**src/rtl/conv_layer_sequencer_pkg.sv**
```systemverilog
`default_nettype none
// ============================================================================
// Module  : conv_layer_sequencer_pkg
// Brief   : Shared types and constants for the convolution layer sequencer.
// Revision: 1.0 - initial release
// ============================================================================
package conv_layer_sequencer_pkg;

    localparam logic [1:0] c_stride_1        = 2'd1;
    localparam logic [1:0] c_stride_2        = 2'd2;
    localparam int         c_dest_row_step   = 13;
    localparam int         c_preload_rows    = 3;

    typedef enum logic [2:0] {
        IDLE      = 3'd0,
        PRELOAD   = 3'd1,
        START     = 3'd2,
        WAIT_CONV = 3'd3,
        ADVANCE   = 3'd4,
        NEXT_K    = 3'd5
    } seq_state_t;

    // Lanes are 0..2 and steps 0..2, so a single conditional subtract is a full mod-3.
    function automatic logic [1:0] lane_add(input logic [1:0] lane, input logic [1:0] step);
        logic [2:0] sum;
        sum = {1'b0, lane} + {1'b0, step};
        return (sum >= 3'd3) ? 2'(sum - 3'd3) : sum[1:0];
    endfunction

endpackage
`default_nettype wire

```
**src/rtl/conv_layer_sequencer_lane_rotator.sv**
```systemverilog
`default_nettype none
// ============================================================================
// Module  : lane_rotator
// Brief   : Mod-3 line-buffer lane counter with clear, increment and add-step.
// Revision: 1.0 - initial release
// ============================================================================
module lane_rotator
    import conv_layer_sequencer_pkg::*;
(
    input  logic       clk,
    input  logic       rst,
    input  logic       i_clr,
    input  logic       i_inc,
    input  logic       i_add_en,
    input  logic [1:0] i_add_val,
    output logic [1:0] o_lane
);

    logic [1:0] r_lane;

    always_ff @(posedge clk or posedge rst) begin
        if (rst) begin
            r_lane <= 2'd0;
        end else if (i_clr) begin
            r_lane <= 2'd0;
        end else if (i_add_en) begin
            r_lane <= lane_add(r_lane, i_add_val);
        end else if (i_inc) begin
            r_lane <= lane_add(r_lane, 2'd1);
        end
    end

    assign o_lane = r_lane;

endmodule
`default_nettype wire

```
**src/rtl/conv_layer_sequencer.sv**
```systemverilog
`default_nettype none
// ============================================================================
// Module  : conv_layer_sequencer
// Brief   : Layer scheduler: loads rows into three line-buffer lanes and issues
//           one convolve start per output row, looping over all kernels.
// Revision: 1.0 - initial release
// ============================================================================
module conv_layer_sequencer
    import conv_layer_sequencer_pkg::*;
#(
    parameter int MAX_H_W       = 6,
    parameter int KERN_W        = 4,
    parameter int DEST_W        = 5,
    parameter int DEST_ROW_STEP = c_dest_row_step
)(
    input  logic               clk,
    input  logic               rst,
    input  logic               cfg_valid,
    output logic               cfg_ready,
    input  logic [1:0]         cfg_stride,
    input  logic [MAX_H_W-1:0] cfg_img_h,
    input  logic [KERN_W-1:0]  cfg_num_k,
    input  logic [DEST_W-1:0]  cfg_dest_base,
    output logic               cfg_err,
    input  logic               abort,
    output logic               row_req,
    output logic [MAX_H_W-1:0] row_addr,
    output logic [1:0]         row_lane,
    input  logic               row_ack,
    output logic               conv_start,
    output logic [1:0]         conv_stride,
    output logic [DEST_W-1:0]  conv_dest_addr,
    output logic [1:0]         conv_top_lane,
    input  logic               conv_done,
    output logic [KERN_W-1:0]  kernel_bank,
    output logic               busy,
    output logic               layer_done
);

    seq_state_t         r_state;
    logic [1:0]         r_stride;
    logic [KERN_W-1:0]  r_num_k;
    logic [KERN_W-1:0]  r_k;
    logic [DEST_W-1:0]  r_base;
    logic [DEST_W-1:0]  r_dest;
    logic [MAX_H_W-1:0] r_out_rows;
    logic [MAX_H_W-1:0] r_out_row;
    logic [MAX_H_W-1:0] r_next_row;
    logic [1:0]         r_adv_cnt;
    logic               r_row_req;
    logic               r_conv_start;
    logic               r_cfg_err;
    logic               r_layer_done;

    logic               w_cfg_legal;
    logic [MAX_H_W-1:0] w_span;
    logic [MAX_H_W-1:0] w_out_rows;
    logic [MAX_H_W-1:0] w_out_row_inc;
    logic               w_last_out_row;
    logic               w_accept;
    logic               w_ack;
    logic               w_done;
    logic               w_preload_last;
    logic               w_next_kernel;
    logic               w_wl_clr;
    logic               w_tl_clr;
    logic               w_tl_add;
    logic [1:0]         w_write_lane;
    logic [1:0]         w_top_lane;

    assign w_cfg_legal    = ((cfg_stride == c_stride_1) || (cfg_stride == c_stride_2))
                            && (cfg_img_h >= MAX_H_W'(c_preload_rows));
    assign w_span         = cfg_img_h - MAX_H_W'(c_preload_rows);
    assign w_out_rows     = ((cfg_stride == c_stride_2) ? (w_span >> 1) : w_span) + MAX_H_W'(1);
    assign w_out_row_inc  = r_out_row + MAX_H_W'(1);
    assign w_last_out_row = (w_out_row_inc == r_out_rows);

    // Qualified events: abort masks everything, and stray handshakes are dropped by state.
    assign w_accept       = (r_state == IDLE) && cfg_valid && w_cfg_legal && !abort;
    assign w_ack          = row_ack && ((r_state == PRELOAD) || (r_state == ADVANCE)) && !abort;
    assign w_done         = conv_done && (r_state == WAIT_CONV) && !abort;
    assign w_preload_last = w_ack && (r_state == PRELOAD) && (r_next_row == MAX_H_W'(2));
    assign w_next_kernel  = (r_state == NEXT_K) && (r_k != r_num_k) && !abort;

    assign w_wl_clr = w_accept || w_next_kernel;
    assign w_tl_clr = w_preload_last;
    assign w_tl_add = w_done && !w_last_out_row;

    lane_rotator u_write_lane (
        .clk       (clk),
        .rst       (rst),
        .i_clr     (w_wl_clr),
        .i_inc     (w_ack),
        .i_add_en  (1'b0),
        .i_add_val (2'd0),
        .o_lane    (w_write_lane)
    );

    lane_rotator u_top_lane (
        .clk       (clk),
        .rst       (rst),
        .i_clr     (w_tl_clr),
        .i_inc     (1'b0),
        .i_add_en  (w_tl_add),
        .i_add_val (r_stride),
        .o_lane    (w_top_lane)
    );

    always_ff @(posedge clk or posedge rst) begin
        if (rst) begin
            r_state      <= IDLE;
            r_stride     <= 2'd0;
            r_num_k      <= '0;
            r_k          <= '0;
            r_base       <= '0;
            r_dest       <= '0;
            r_out_rows   <= '0;
            r_out_row    <= '0;
            r_next_row   <= '0;
            r_adv_cnt    <= 2'd0;
            r_row_req    <= 1'b0;
            r_conv_start <= 1'b0;
            r_cfg_err    <= 1'b0;
            r_layer_done <= 1'b0;
        end else begin
            r_conv_start <= 1'b0;
            r_cfg_err    <= 1'b0;
            r_layer_done <= 1'b0;
            if (abort) begin
                r_state   <= IDLE;
                r_row_req <= 1'b0;
            end else begin
                case (r_state)
                    IDLE: begin
                        if (cfg_valid) begin
                            if (!w_cfg_legal) begin
                                r_cfg_err <= 1'b1;
                            end else begin
                                r_stride   <= cfg_stride;
                                r_num_k    <= cfg_num_k;
                                r_base     <= cfg_dest_base;
                                r_dest     <= cfg_dest_base;
                                r_out_rows <= w_out_rows;
                                r_out_row  <= '0;
                                r_next_row <= '0;
                                r_k        <= '0;
                                r_adv_cnt  <= 2'd0;
                                r_row_req  <= 1'b1;
                                r_state    <= PRELOAD;
                            end
                        end
                    end
                    PRELOAD: begin
                        if (row_ack) begin
                            r_next_row <= r_next_row + MAX_H_W'(1);
                            if (w_preload_last) begin
                                r_row_req <= 1'b0;
                                r_state   <= START;
                            end
                        end
                    end
                    // Start is launched from here so an abort seen in START still cancels it.
                    START: begin
                        r_conv_start <= 1'b1;
                        r_state      <= WAIT_CONV;
                    end
                    WAIT_CONV: begin
                        if (conv_done) begin
                            r_out_row <= w_out_row_inc;
                            if (w_last_out_row) begin
                                r_state <= NEXT_K;
                            end else begin
                                r_dest    <= r_dest + DEST_W'(DEST_ROW_STEP);
                                r_row_req <= 1'b1;
                                r_state   <= ADVANCE;
                            end
                        end
                    end
                    ADVANCE: begin
                        if (row_ack) begin
                            r_next_row <= r_next_row + MAX_H_W'(1);
                            if ((r_adv_cnt + 2'd1) == r_stride) begin
                                r_adv_cnt <= 2'd0;
                                r_row_req <= 1'b0;
                                r_state   <= START;
                            end else begin
                                r_adv_cnt <= r_adv_cnt + 2'd1;
                            end
                        end
                    end
                    NEXT_K: begin
                        if (r_k == r_num_k) begin
                            r_layer_done <= 1'b1;
                            r_state      <= IDLE;
                        end else begin
                            r_k        <= r_k + KERN_W'(1);
                            r_next_row <= '0;
                            r_out_row  <= '0;
                            r_dest     <= r_base;
                            r_row_req  <= 1'b1;
                            r_state    <= PRELOAD;
                        end
                    end
                    default: begin
                        r_state   <= IDLE;
                        r_row_req <= 1'b0;
                    end
                endcase
            end
        end
    end

    assign cfg_ready      = (r_state == IDLE);
    assign busy           = (r_state != IDLE);
    assign cfg_err        = r_cfg_err;
    assign row_req        = r_row_req;
    assign row_addr       = r_next_row;
    assign row_lane       = w_write_lane;
    assign conv_start     = r_conv_start;
    assign conv_stride    = r_stride;
    assign conv_dest_addr = r_dest;
    assign conv_top_lane  = w_top_lane;
    assign kernel_bank    = r_k;
    assign layer_done     = r_layer_done;

endmodule
`default_nettype wire

```
**config.mk**
```make
export PLATFORM = sky130hd
export DESIGN_NAME = conv_layer_sequencer
export DESIGN_NICKNAME = d
export VERILOG_FILES = /design/src/rtl/conv_layer_sequencer_pkg.sv /design/src/rtl/conv_layer_sequencer_lane_rotator.sv /design/src/rtl/conv_layer_sequencer.sv
export SDC_FILE = /design/constraint.sdc
export NUM_CORES = 1
export LEC_CHECK = 0
export BUFFER_PORTS_ARGS = -buffer_cell sky130_fd_sc_hd__buf_2
export CAP_MARGIN = 20
export CORE_UTILIZATION = 57
export DETAILED_ROUTE_END_ITERATION = 10
export PLACE_DENSITY_LB_ADDON = 0.25
export REMOVE_ABC_BUFFERS = 1
export SYNTH_ARGS = -nofsm -noshare
export SYNTH_HDL_FRONTEND = slang
export SYNTH_SLANG_ARGS = --single-unit
```
**constraint.sdc**
```tcl
create_clock -name clk -period 2.8 [get_ports clk]
set_clock_uncertainty 0.15 [all_clocks]
set_input_delay 0.56 -clock clk [delete_from_list [all_inputs] [get_ports clk]]
set_output_delay 0.56 -clock clk [all_outputs]
set_load 0.03 [all_outputs]
```
## Yosys cells after proc, flatten, opt, wreduce, memory -nomap -nowiden

Index checks and enable logic that the tools add are counted.
Widths: inputs -> output; s select.

- Multiplexer cells: 60
- Equal/unequal tests: 29
- Add/subtract/negate cells: 11
- Bitwise operators: 1
- Magnitude comparators: 3
- Reductions and logical operators: 35

Operators with widths:

| operator | count |
|---|---|
| $mux 6 | 6 |
| $pmux 6 s3 | 2 |
| $mux 5 | 5 |
| $mux 3 | 8 |
| $mux 1 | 21 |
| $mux 2 | 10 |
| $add 6x1->6 const B | 3 |
| $pmux 3 s6 | 1 |
| $ne 3x3->1 const B | 5 |
| $pmux 5 s3 | 1 |
| $reduce_and 7->1 | 2 |
| $logic_and 1x1->1 | 13 |
| $mux 4 | 3 |
| $ne 2x2->1 const B | 6 |
| $reduce_and 6->1 | 2 |
| $reduce_and 10->1 | 1 |
| $reduce_and 5->1 | 2 |
| $ne 3x2->1 const B | 3 |
| $reduce_bool 3->1 | 3 |
| $pmux 4 s2 | 1 |
| $reduce_bool 2->1 | 4 |
| $eq 3x2->1 const B | 2 |
| $eq 3x3->1 const B | 2 |
| $eq 6x2->1 const B | 1 |
| other kinds (26) | 32 |

- Register bits after elaboration: 51
- Logic and storage cells: 155
- Output and inout port bits: 27
- Input port bits: 23

## Longest topological paths before layout

- Word-level depth: 10
- Depth in mapped cells: 10
- Depth with buffers taken out: 8

## Cells and area by module

Synthesis repeated with hierarchy kept, for this count alone.

- Cells, all modules: 350
- Area, all modules: 3,395.8 µm²

Modules (own cells, without submodules):

| module | sequential area each (µm²) | times used | area each (µm²) | cells each |
|---|---|---|---|---|
| conv_layer_sequencer | 1,176.1 | 1 | 2,955.3 | 302 |
| lane_rotator | 50.0 | 2 | 220.2 | 24 |

## Worst setup path before layout

No wires, ideal clock.

- Kind: register to register
- Start: register r_state[0]
- End: register r_k[3], in the netlist kernel_bank[3]
- Arrival time: 2,288 ps
- Setup time: 125 ps
- Clock period less this slack: 2,563 ps
- Setup slack: 237 ps
- Data required time: 2,525 ps
- Cell stages (with the launch flop): 10
- Path buffers: 3
- Path through: dfrtp_1 > clkbuf_1 > nor2_1 > nand2_1 > inv_1 > and4b_1 > clkbuf_1 > clkbuf_1 > nor2_1 > mux2_2

- Longest elaborated chain between the ends: 3
- Elaborated cells on any way between the ends: 8
- Classes of those cells: eq/ne: 4; mux: 1; reduce/logical: 3

Ends and longest elaborated chain:

| item | RTL line | text |
|---|---|---|
| start: declaration | conv_layer_sequencer.sv:40 | `seq_state_t r_state;` |
| start signal: assignment | conv_layer_sequencer.sv:111 | `r_state <= IDLE;` |
| start signal: assignment | conv_layer_sequencer.sv:130 | `r_state <= IDLE;` |
| start signal: assignment | conv_layer_sequencer.sv:149 | `r_state <= PRELOAD;` |
| $logic_not 3->1 * | - |  |
| via cfg_ready | conv_layer_sequencer.sv:19 | `output logic cfg_ready,` |
| $ne 2x1->1 (no source line) (tied with other cells) | - |  |
| $reduce_and 5->1 (no source line) | - |  |
| end signal: assignment | conv_layer_sequencer.sv:196 | `r_k <= r_k + KERN_W'(1);` |
| end: declaration | conv_layer_sequencer.sv:43 | `logic [KERN_W-1:0] r_k;` |

Mark *: on every way through the listed nets, which the timed path passes. The rest lies on a longest branch.
A chain may end at the register's enable or synchronous reset.

## Final worst setup path

- Start: register r_out_row[0]
- End: register r_dest[0], in the netlist conv_dest_addr[0]

- Longest elaborated chain between the ends: 4

Ends and longest elaborated chain:

| item | RTL line | text |
|---|---|---|
| start: declaration | conv_layer_sequencer.sv:47 | `logic [MAX_H_W-1:0] r_out_row;` |
| start signal: assignment | conv_layer_sequencer.sv:169 | `r_out_row <= w_out_row_inc;` |
| $add 6x1->6 | conv_layer_sequencer.sv:75 | `assign w_out_row_inc = r_out_row + MAX_H_W'(1);` |
| $eq 6x6->1 | conv_layer_sequencer.sv:76 | `assign w_last_out_row = (w_out_row_inc == r_out_rows);` |
| $ne 2x2->1 (no source line) | - |  |
| $reduce_and 7->1 (no source line) | - |  |
| end signal: assignment | conv_layer_sequencer.sv:142 | `r_dest <= cfg_dest_base;` |
| end signal: assignment | conv_layer_sequencer.sv:173 | `r_dest <= r_dest + DEST_W'(DEST_ROW_STEP);` |
| end signal: assignment | conv_layer_sequencer.sv:199 | `r_dest <= r_base;` |
| end: declaration | conv_layer_sequencer.sv:45 | `logic [DEST_W-1:0] r_dest;` |

No other way between the ends.

==> impl_results.md <==
* Post-layout min period at 2.70 ns
* Dpl cells at 448
* Latest clock arrival within the worst-skew pair at 0.30 ns
* Initial Util at 0.605
* Ant. Diodes at 0
* CP top delay family: simple AND/OR/NAND/NOR gates
* Crit path from: r_out_row[0]$_DFFE_PP0P_
* # DRC at 0
* IO Count at 50
* Drt first pass iters at 4
* Critical path launch point type: flop
* Worst-Margin Slew at 0.678 ns
* Vias in the first global route at 2626
* Commonest non-fill, non-tap cell in the layout: dfrtp_1
* CP cell instances: ha_2 -> nand3_1 -> xnor2_1 -> or4_4 -> or2_1 -> o211ai_4 -> mux2_2
* DRT antenna net count at 0
* Row count at 26
* Layout overhead on the synthesized area at 15.2%
* Layout cells sized above 1 at 0.256
* FFs w/ async S/R, synth at 1.00
* Yosys Warn Count at 0
* Total wire length at 7060 um
* Max transition margin at 0.543
* Iteration-0 DRC Markers at 164
* CTS clk-pin slew, worst paths at 0.09 ns
* CTS Buf Count at 5
* Worst endpoint data arrival time at 2.74 ns
* Critical-path maximum fanout at 6
* Critical path buffers and inverters at 0
* Bufs on Longest Clock Path at 2
* Routability cong. at 0.949
* Period utilisation layout at 0.965
* Post-Synthesis Cells at 329
* Dominant synthesized flop cell: dfrtp_1
* CTS Hold Buffers Added at 0
* Critical-path top delay cell: or4_4
* DIE AREA at 5860 um2
* Die Y-Extent at 76.6 um
* Drt via density at 5.86
* IO buf count at 49
* Final Slew Violations at 0
* HP Class: input port to asynchronous set/reset pin
* Synthesis-stage register bit count at 51
* Global Route Usage Sum at 0.254
* Max frequency at 370 MHz
* Core ar. at 5240 um2
* Vias at 2673
* Post-Layout Cell Count at 456
* Endpoint class of the critical path: flop
* Die width at 76.6 um
* Clk sinks at 51
* Avg Cell Area, Syn at 9.64 um2
* NumNets Final at 420
* Final Hold Fails at 0
* Worst EP required at 2.84 ns
* Final setup fails at 0
* RR Startpoint: r_out_row[0]$_DFFE_PP0P_
* CP max stage delay at 0.55 ns
* Max-cap violations at 0
* Power density over cell area at 917 nW/um2
* Post-Syn Area at 3170 um2
* Initial antenna violation count at 0
* Wire per inst at 15.5 um
* Fillers at 406
* Wire length of the first global-routing pass at 11900 um
* Outcome: finished, final reports clean
* Most frequent cells in the layout: 50 x dfrtp_1, 49 x buf_2, 31 x nor2_1, 23 x nand2_1, 21 x a21oi_1
* Sequential area share after synthesis at 0.403
* Worst hold slack at 0.155 ns
* EDFF count, synth at 0
* Aggregate global routing overflow at 0
* LEAKAGE at 1.70 nW
* VDD IR max at 748 uV
* Synth cell types at 60
* H-tree depth at 2
* Root buf cell: clkbuf_8
* CTS tree: built
* Setup CP Type: flop to flop
* Hpwl dp at 5360 um
* Largest net degree at the start of global routing at 28
routing by layer:
layer / vias to the layer above / GRT usage / routed length [um]
met5: - / 0 / 0
li1: 1309 / - / -
met1: 1292 / 0.330 / 3210
met2: 59 / 0.428 / 3480
met3: 13 / 0.0443 / 249
met4: 0 / 0.0865 / 119
worst register-to-register path: cells and delay by family, from the launching register on:
family                     cells  cell delay [ns]
adders and majority gates      1             0.23
xor gates and xnor gates       1             0.17
DFF                            1             0.41
AOI/OAI and AO/OA              1             0.30
and+or+nand+nor                3             0.98
muxes                          1             0.37
report_power, final:
part	total, mW	internal, mW	leakage, nW	switching, mW
clock network	0.494	0.262	0.0513	0.232
registers	1.20	0.958	0.658	0.237
logic	1.66	0.722	0.995	0.940
path summary, 6_finish.rpt:
path | to | slack [ns] | depth (start not counted)
max | conv_dest_addr[0]$_DFFE_PP0P_ | 0.1 | 7
min | r_num_k[2]$_DFFE_PP0P_ | 0.15 | 2
max reg2reg | conv_dest_addr[0]$_DFFE_PP0P_ | 0.1 | 7
min reg2reg | r_out_row[5]$_DFFE_PP0P_ | 0.36 | 1
max in group asynchronous | row_addr[1]$_DFFE_PP0P_ | 1.80 | 3
min in group clk | conv_stride[0]$_DFFE_PP0P_ | 0.33 | 3
sequential cells by signal (all words and copies together), names as in the netlist:
| name | count |
|---|---|
| cfg_err | 1 |
| conv_dest_addr | 5 |
| conv_start | 1 |
| conv_stride | 2 |
| kernel_bank | 4 |
| layer_done | 1 |
| r_adv_cnt | 2 |
| r_base | 5 |
| r_num_k | 4 |
| r_out_row | 6 |
| r_out_rows | 6 |
| r_state | 3 |
| row_addr | 6 |
| row_req | 1 |
| u_top_lane.o_lane | 2 |
| u_write_lane.o_lane | 2 |
what timing repair did:
item | 4_1_cts | 5_1_grt
buffers inserted | 0 | 1
hold endpoints to repair | 0 | 0
resized for setup | 0 | 2
endpoints found under the setup margin | 0 | 5
stage by stage:
stage	utilization	total power, mW	setup WS (ns)	instance area, um2	setup TNS [ns]
after floorplan	-	2.34	0.114	3090	0
after global placement	0.676	2.79	0.165	3540	0
after detailed placement	0.676	2.84	0.0700	3540	0
after CTS	0.695	3.35	0.0688	3640	0
after global routing	0.698	3.57	-0.00393	3650	-0.00601
final	0.698	3.35	0.0986	3650	0
cells in the mapped netlist (all sizes together), types with 4 or more instances:
| library cell | count | area share |
|---|---|---|
| clkbuf | 9 | 0.014 |
| dfrtp | 51 | 0.40 |
| nor4 | 6 | 0.017 |
| o21ai | 20 | 0.032 |
| a21oi | 21 | 0.033 |
| ha | 10 | 0.039 |
| buf | 5 | 0.012 |
| nor2 | 31 | 0.037 |
| nand2b | 4 | 0.0079 |
| mux2 | 19 | 0.067 |
| mux2i | 6 | 0.019 |
| nand2 | 23 | 0.027 |
| inv | 12 | 0.014 |
| nand3 | 7 | 0.011 |
| xnor2 | 14 | 0.039 |
| xor2 | 14 | 0.039 |
| nor3 | 8 | 0.013 |
| o22ai | 11 | 0.022 |
layout make-up:
| type | instances | area [um2] | share of cell area |
|---|---|---|---|
| Multi-Input combinational cell | 251 | 1770 | 0.484 |
| Tap cell | 70 | 87.6 | 0.0240 |
| Clock inverter | 1 | 30.0 | 0.00822 |
| Timing Repair Buffer | 64 | 370 | 0.101 |
| Inverter | 13 | 48.8 | 0.0134 |
| Sequential cell | 51 | 1280 | 0.350 |
| Clock buffer | 6 | 72.6 | 0.0199 |
kinds of logic after synthesis:
| family | count (synthesis) | share of synthesized area |
|---|---|---|
| XOR/XNOR | 29 | 0.0852 |
| multiplexers | 25 | 0.0864 |
| AO/OA/AOI/OAI | 86 | 0.179 |
| adder cells (fa/ha/maj) | 11 | 0.0458 |
| flip-flops | 51 | 0.403 |
| buffers and inverters | 27 | 0.0410 |
| AND/OR/NAND/NOR | 100 | 0.160 |
Note: power is estimated with default switching activity, not from simulation.
